**config.mk**
```make
export PLATFORM = sky130hd
export DESIGN_NAME = alu_retire
export DESIGN_NICKNAME = d
export VERILOG_FILES = /design/src/rtl/alu_retire.sv
export SDC_FILE = /design/constraint.sdc
export NUM_CORES = 1
export LEC_CHECK = 0
export BUFFER_PORTS_ARGS = -buffer_cell sky130_fd_sc_hd__buf_4
export CORE_ASPECT_RATIO = 0.6
export CORE_MARGIN = 2
export CORE_UTILIZATION = 44
export CTS_CLUSTER_SIZE = 40
export DETAILED_ROUTE_END_ITERATION = 6
export GPL_TIMING_DRIVEN = 0
export PLACE_DENSITY = 0.74
export REMOVE_ABC_BUFFERS = 1
export SLEW_MARGIN = 15
export SYNTH_ARGS = -nofsm -noshare
export SYNTH_HDL_FRONTEND = slang
export SYNTH_SLANG_ARGS = --single-unit
```
**constraint.sdc**
```tcl
create_clock -name clock -period 1.4 [get_ports clock]
set_input_delay 0.07 -clock clock [delete_from_list [all_inputs] [get_ports clock]]
set_output_delay 0.07 -clock clock [all_outputs]
set_load 0.005 [all_outputs]
```
**src/rtl/alu_retire.sv**
```systemverilog
// ============================================================================
// Module      : alu_retire
// Description : Retires ops issued to the registered ALU one cycle after
//               issue: register-file write or BNZ redirect with flush.
// Revision    : 1.0 - initial release
// ============================================================================
`default_nettype none

module alu_retire #(
    parameter int DATA_W       = 8,
    parameter int REG_ADDR_W   = 2,
    parameter int FLUSH_CYCLES = 2,
    parameter int CNT_W        = 16
) (
    input  logic                  clock,
    input  logic                  reset,
    input  logic                  issue_valid,
    input  logic [2:0]            issue_op,
    input  logic [REG_ADDR_W-1:0] issue_rd,
    input  logic [DATA_W-1:0]     alu_solution,
    input  logic [DATA_W-1:0]     alu_jump_data,
    output logic                  rf_we,
    output logic [REG_ADDR_W-1:0] rf_waddr,
    output logic [DATA_W-1:0]     rf_wdata,
    output logic                  pc_redirect,
    output logic [DATA_W-1:0]     pc_target,
    output logic                  flush,
    output logic [CNT_W-1:0]      retire_count
);

    localparam logic [2:0] c_OP_ADD = 3'b000;
    localparam logic [2:0] c_OP_SUB = 3'b001;
    localparam logic [2:0] c_OP_MUL = 3'b010;
    localparam logic [2:0] c_OP_BEQ = 3'b110;
    localparam logic [2:0] c_OP_BNZ = 3'b111;

    localparam logic [0:0] c_ST_RUN   = 1'b0;
    localparam logic [0:0] c_ST_FLUSH = 1'b1;

    localparam int               c_FCW        = (FLUSH_CYCLES < 2) ? 1 : $clog2(FLUSH_CYCLES + 1);
    localparam logic [c_FCW-1:0] c_FLUSH_INIT = c_FCW'(FLUSH_CYCLES);
    localparam logic [c_FCW-1:0] c_FLUSH_ONE  = c_FCW'(1);

    logic [0:0]            r_state;
    logic [c_FCW-1:0]      r_flush_cnt;
    logic                  r_slot_valid;
    logic [2:0]            r_slot_op;
    logic [REG_ADDR_W-1:0] r_slot_rd;

    logic                  r_rf_we;
    logic [REG_ADDR_W-1:0] r_rf_waddr;
    logic [DATA_W-1:0]     r_rf_wdata;
    logic                  r_pc_redirect;
    logic [DATA_W-1:0]     r_pc_target;
    logic                  r_flush;
    logic [CNT_W-1:0]      r_retire_count;

    logic w_is_write;
    logic w_is_bnz;
    logic w_take_redirect;

    always_comb begin
        w_is_write = 1'b0;
        w_is_bnz   = 1'b0;
        case (r_slot_op)
            c_OP_ADD, c_OP_SUB, c_OP_MUL, c_OP_BEQ: w_is_write = 1'b1;
            c_OP_BNZ:                               w_is_bnz   = 1'b1;
            default: ;
        endcase
        // Slots captured during FLUSH are always invalid, so this only fires in RUN.
        w_take_redirect = r_slot_valid && w_is_bnz;
    end

    always_ff @(posedge clock) begin
        if (reset) begin
            r_state        <= c_ST_RUN;
            r_flush_cnt    <= '0;
            r_slot_valid   <= 1'b0;
            r_slot_op      <= '0;
            r_slot_rd      <= '0;
            r_rf_we        <= 1'b0;
            r_rf_waddr     <= '0;
            r_rf_wdata     <= '0;
            r_pc_redirect  <= 1'b0;
            r_pc_target    <= '0;
            r_flush        <= 1'b0;
            r_retire_count <= '0;
        end else begin
            r_rf_we       <= 1'b0;
            r_pc_redirect <= 1'b0;

            if (r_slot_valid) begin
                r_retire_count <= r_retire_count + 1'b1;
                if (w_is_write) begin
                    r_rf_we    <= 1'b1;
                    r_rf_waddr <= r_slot_rd;
                    r_rf_wdata <= alu_solution;
                end
                if (w_is_bnz) begin
                    r_pc_redirect <= 1'b1;
                    r_pc_target   <= alu_jump_data;
                end
            end

            // The op presented on a redirect edge or during FLUSH is squashed.
            r_slot_op <= issue_op;
            r_slot_rd <= issue_rd;
            if (r_state == c_ST_FLUSH || w_take_redirect) begin
                r_slot_valid <= 1'b0;
            end else begin
                r_slot_valid <= issue_valid;
            end

            case (r_state)
                c_ST_RUN: begin
                    if (w_take_redirect) begin
                        r_state     <= c_ST_FLUSH;
                        r_flush_cnt <= c_FLUSH_INIT;
                        r_flush     <= 1'b1;
                    end
                end
                default: begin
                    if (r_flush_cnt <= c_FLUSH_ONE) begin
                        r_state     <= c_ST_RUN;
                        r_flush_cnt <= '0;
                        r_flush     <= 1'b0;
                    end else begin
                        r_flush_cnt <= r_flush_cnt - 1'b1;
                    end
                end
            endcase
        end
    end

    assign rf_we        = r_rf_we;
    assign rf_waddr     = r_rf_waddr;
    assign rf_wdata     = r_rf_wdata;
    assign pc_redirect  = r_pc_redirect;
    assign pc_target    = r_pc_target;
    assign flush        = r_flush;
    assign retire_count = r_retire_count;

endmodule

`default_nettype wire

```
# [Word-level counts from Yosys, hierarchy flattened]
# Cells that the tools add are included.
[word_totals] reg_bits=46 input_bits=24 out_inout_bits=37 wordCells=44
[classes] addsub=2 magnitude_cmp=1 eq_ne=5 n_mux=13 bitwise=1 reduce_logical=10
[op_table] operator="$add A16 B1 Y16 const B" n=1
[op_table] operator="$mux W1" n=10
[op_table] operator="$eq A3 B3 Y1 const B" n=2
[op_table] operator="$mux W2" n=3
[op_table] operator="$reduce_and A2 Y1" n=3
[op_table] operator="$reduce_or A2 Y1" n=2
[op_table] operator="$reduce_or A4 Y1" n=1
[op_table] operator="$eq A3 B1 Y1 const B" n=1
[op_table] operator="$eq A3 B2 Y1 const B" n=1
[op_table] operator="$logic_not A3 Y1" n=1
[op_table] operator="$le A2 B1 Y1 const B" n=1
[op_table] operator="$ne A2 B1 Y1 const B" n=1
[op_table] operator="$reduce_bool A2 Y1" n=1
[op_table] operator="$sub A2 B1 Y2 const B" n=1
[op_table] operator="$logic_and A1 B1 Y1" n=1
[op_table] operator="$logic_or A1 B1 Y1" n=1
[op_table] operator="$not A1 Y1" n=1

# [Logic depth before layout (Yosys ltp)]
[logic_depth] word_depth=5 ltp_mapped=5 depth_no_buf=4

# [Least setup slack after synthesis]
# No wires, ideal clock.
[synth_timing] kind="register to register" startpoint="register r_retire_count[3] (netlist: retire_count[3])" endpoint="register r_retire_count[15] (netlist: retire_count[15])" setup_ps=123 arrival_time_ps=1313 path_slack_ps=-36 path_stages_with_launch=5 n_path_buf=1 cell_sequence="dfxtp_1 -> nand4_2 -> buf_6 -> nor4_2 -> mux2_1"
[synth_via] elab_chain_cells=1
[synth_lines] item="from (decl)" line_no="56" text="logic [CNT_W-1:0] r_retire_count;"
[synth_lines] item="from (signal assigned)" line_no="93" text="r_retire_count <= r_retire_count + 1'b1;"
[synth_lines] item="$add A16 B1 Y16" line_no="93"
# Every way passes these cells.
# A chain may end at the register's enable or synchronous reset.

# [Worst setup path after layout]
[layout_timing] startpoint="register r_retire_count[3] (netlist: retire_count[3])" endpoint="register r_retire_count[14] (netlist: retire_count[14])"
# Same word-level chain as after synthesis.

==> results.md <==
* Status: finished, violations left
* Failing checks: setup timing
* WP data arrival at ~1600 ps
* Slew margin rel. at 66.49%
* Yosys cell types at 30
* Num ports at a little over 60
* Netlist Area Pre-Place at between 1500 and 2000 um^2
* Area delta synth->final at 48.03%
* Vias at between 1,500 and 2,000
* Largest net degree at the start of global routing at approximately 50
* Overflow after GRT at 0
* H-tree Lvls at 2
* Synthesized instance count at around 200
* Antenna diode count at 0
* Worst-path clk slew at 90 ps
* Pwr Total at roughly 2.7 mW
* Die area at approximately 4700 um^2
* Total CTS buffers at 5
* Tcrit/Tclk final at 101.4%
* Yosys warns at 0
* Worst Setup EP: retire_count[14]
* Pwr/cell area at roughly 1000 nW/um^2
* Critical path fanouts, max at 7
* Drc violations at 0
* FMAX at 704.2 MHz
* Initial DRC Count at about 110
* FF-to-FF End: retire_count[14]
* R2R Setup Slk at -20 ps
* Synth async-reset ratio at 0%
* Clk sinks at 46
* Leakage at about 1.1 nW
* DR vias/cell at roughly 5.3
* Core Region at between 4000 and 5000 um^2
* Startpoint types: flip-flop
* GP Congestion at slightly below 0.8
* Post-placement setup slack at -648.0 ps
* Final Max Slew Viols at 0
* Overall routing resource usage at 19.66%
* ANT nets after route at 0
* # port buffers at 60
* Worst setup margin at -19.96 ps
* CTS root buffer: clkbuf_8
* Post-DP Area at about 2300 um^2
* Hold_ws at about 18 ps
* Setup crit end kind: flip-flop
* CTS tree: built
* Die Y-Extent at about 54 um
* VDD IR max at between 0.6 and 0.7 mV
* WL/cell at 14.07 um
* Worst Hold Class: input pin to flip-flop
* Worst clock skew at about 6.2 ps
* Crit path launch: retire_count[3]
* Fin nets at ~300
* Post-route core utilization at 66.48%
* Max Cap Viol at 0
* First-pass GRT wire length at roughly 7.0 mm
* Starting Density at ~45%
* Synth Register Bits at 46
* RSZ-0062 raised after global routing: true
* TritonRoute pass-1 iters at 4
* WHS Path Cells at 3
* R2R cell count at 3
* Die X at about 87 um
* Register area share after synthesis at just over 50%
* Syn Area/Cell at between 9 and 10 um^2
* Hold Vio Cnt, Final at 0
* Clock Path Buffers at 2
* Reg2reg start: retire_count[3]
* Least-Margin Pin Slew at 502.7 ps
* Filler instances at 350
* Top FF cell, synth: dfxtp_1
* Initial antenna violation count at 0
* Final wirelength at between 4 and 5 mm
* Fin crit period at roughly 1400 ps
* Critical path class: flip-flop to flip-flop
* Setup violations, final at 2
* Vias in the first global route at ~1,400
* Share of cells above drive strength 1 at 40.36%
* HPWL after DPL at 2.757 mm
* Finished layout cell area at 2680 um^2
* Row cnt at 18
* Clk_lat worst skew at approximately 290 ps
* CP Data Required Time at around 1600 ps
* Post-synth EDFFs at 0
kinds of logic after synthesis:
group	share of synthesized area, %
and+or+nand+nor	24.67
xor gates and xnor gates	1.935
DFF	50.86
adders and majority gates	0.6910
buffers and inverters	3.939
AOI/OAI and AO/OA	13.68
muxes	4.215
metrics by stage:
step,std cells,TNS (ps)
6_report,325,-26.67
5_1_grt,325,-181.7
4_1_cts,316,0
3_5_place_dp,299,-15130
3_3_place_gp,299,-13160
2_1_floorplan,189,-1507
cell usage after synthesis, types with 2 or more instances:
| cell type | number | area (um^2) |
|---|---|---|
| inv_1 | 3 | 11.26 |
| nand2_1 | 23 | 86.33 |
| nand4_1 | 6 | 37.54 |
| or4_1 | 3 | 22.52 |
| mux2_2 | 2 | 22.52 |
| buf_2 | 3 | 15.01 |
| dfxtp_1 | 46 | 920.9 |
| o21ai_0 | 16 | 80.08 |
| a21oi_1 | 29 | 145.1 |
| nor4_2 | 3 | 37.54 |
| xor2_1 | 3 | 26.28 |
| nor2b_1 | 9 | 56.30 |
| or3_1 | 4 | 25.02 |
| clkbuf_1 | 7 | 26.28 |
| mux2i_1 | 2 | 20.02 |
| nor2_1 | 10 | 37.54 |
| mux2_1 | 3 | 33.78 |
| o31ai_1 | 3 | 22.52 |
| nand3_1 | 15 | 75.07 |
how the worst min path moves through the flow:
stage,slack [ps],endpoint,startpoint
after floorplan,140,flush,reset
after global placement,280,r_slot_op[0],issue_op[0]
after detailed placement,290,r_slot_rd[0],issue_rd[0]
after CTS,10,pc_target[1],alu_jump_data[1]
after global routing,20,pc_target[5],alu_jump_data[5]
final,20,pc_target[2],alu_jump_data[2]
critical path: stages, from the launching register on:
cell and delay, ps:
dfxtp_4 400, nand4_4 220, nor4_2 350, mux2_1 340
where the power goes:
part           switching (mW)  internal, mW
logic                  0.0836         0.109
clock network           0.433         0.761
registers              0.0256          1.32
total                   0.542          2.19
registers in the layout, summed over array words and instances (netlist names):
register,flops
pc_redirect,1
retire_count,16
rf_waddr,2
rf_we,1
r_slot_op,3
r_slot_valid,1
r_state,1
flush,1
r_flush_cnt,2
pc_target,8
r_slot_rd,2
rf_wdata,8
area by class of cell:
| cell class | instances | area, um^2 | share of cell area [%] |
|---|---|---|---|
| clock buffer | 6 | 82.58 | 3.081 |
| sequential | 46 | 963.4 | 35.95 |
| timing repair buffer | 77 | 588.1 | 21.94 |
| multi-input combinational | 141 | 912.1 | 34.03 |
| inverter | 3 | 11.26 | 0.4202 |
| tap | 50 | 62.56 | 2.334 |
| clock inverter | 2 | 60.06 | 2.241 |
layer usage:
layer / share of wire [%] / routed length, um / GRT usage (%)
met2: 44 / 2014 / 28.50
met3: 8.0 / 365 / 7.822
met4: 0.28 / 13 / 5.729
met1: 48 / 2180 / 27.04
met5: 0 / 0 / 0
timing repair:
| action | in CTS | in global routing |
|---|---|---|
| cloned | 1 | 0 |
| endpoints found under the setup margin | 38 | 17 |
| hold buffers | 5 | 0 |
| endpoints found under the hold margin | 5 | 0 |
| gates resized for setup | 23 | 15 |
| setup buffers | 3 | 9 |
| pin swaps | 5 | 5 |
cell usage in the layout, fill, tap and decap left out, types with 2 or more instances in the layout:
cell type      count
a21oi_1           29
buf_4             71
bufinv_16          2
clkbuf_8           6
dfxtp_1           30
dfxtp_2            7
dfxtp_4            9
dlygate4sd3_1      5
inv_1              3
mux2_4             3
nand2_1           23
nand3_1           15
nand4_1            6
nand4_4            2
nor2_1            10
nor2b_1            9
nor4_4             3
o21ai_0           16
o31ai_1            3
or3_1              4
or4_1              2
xor2_1             3
Power figures use the tool's default switching activity.
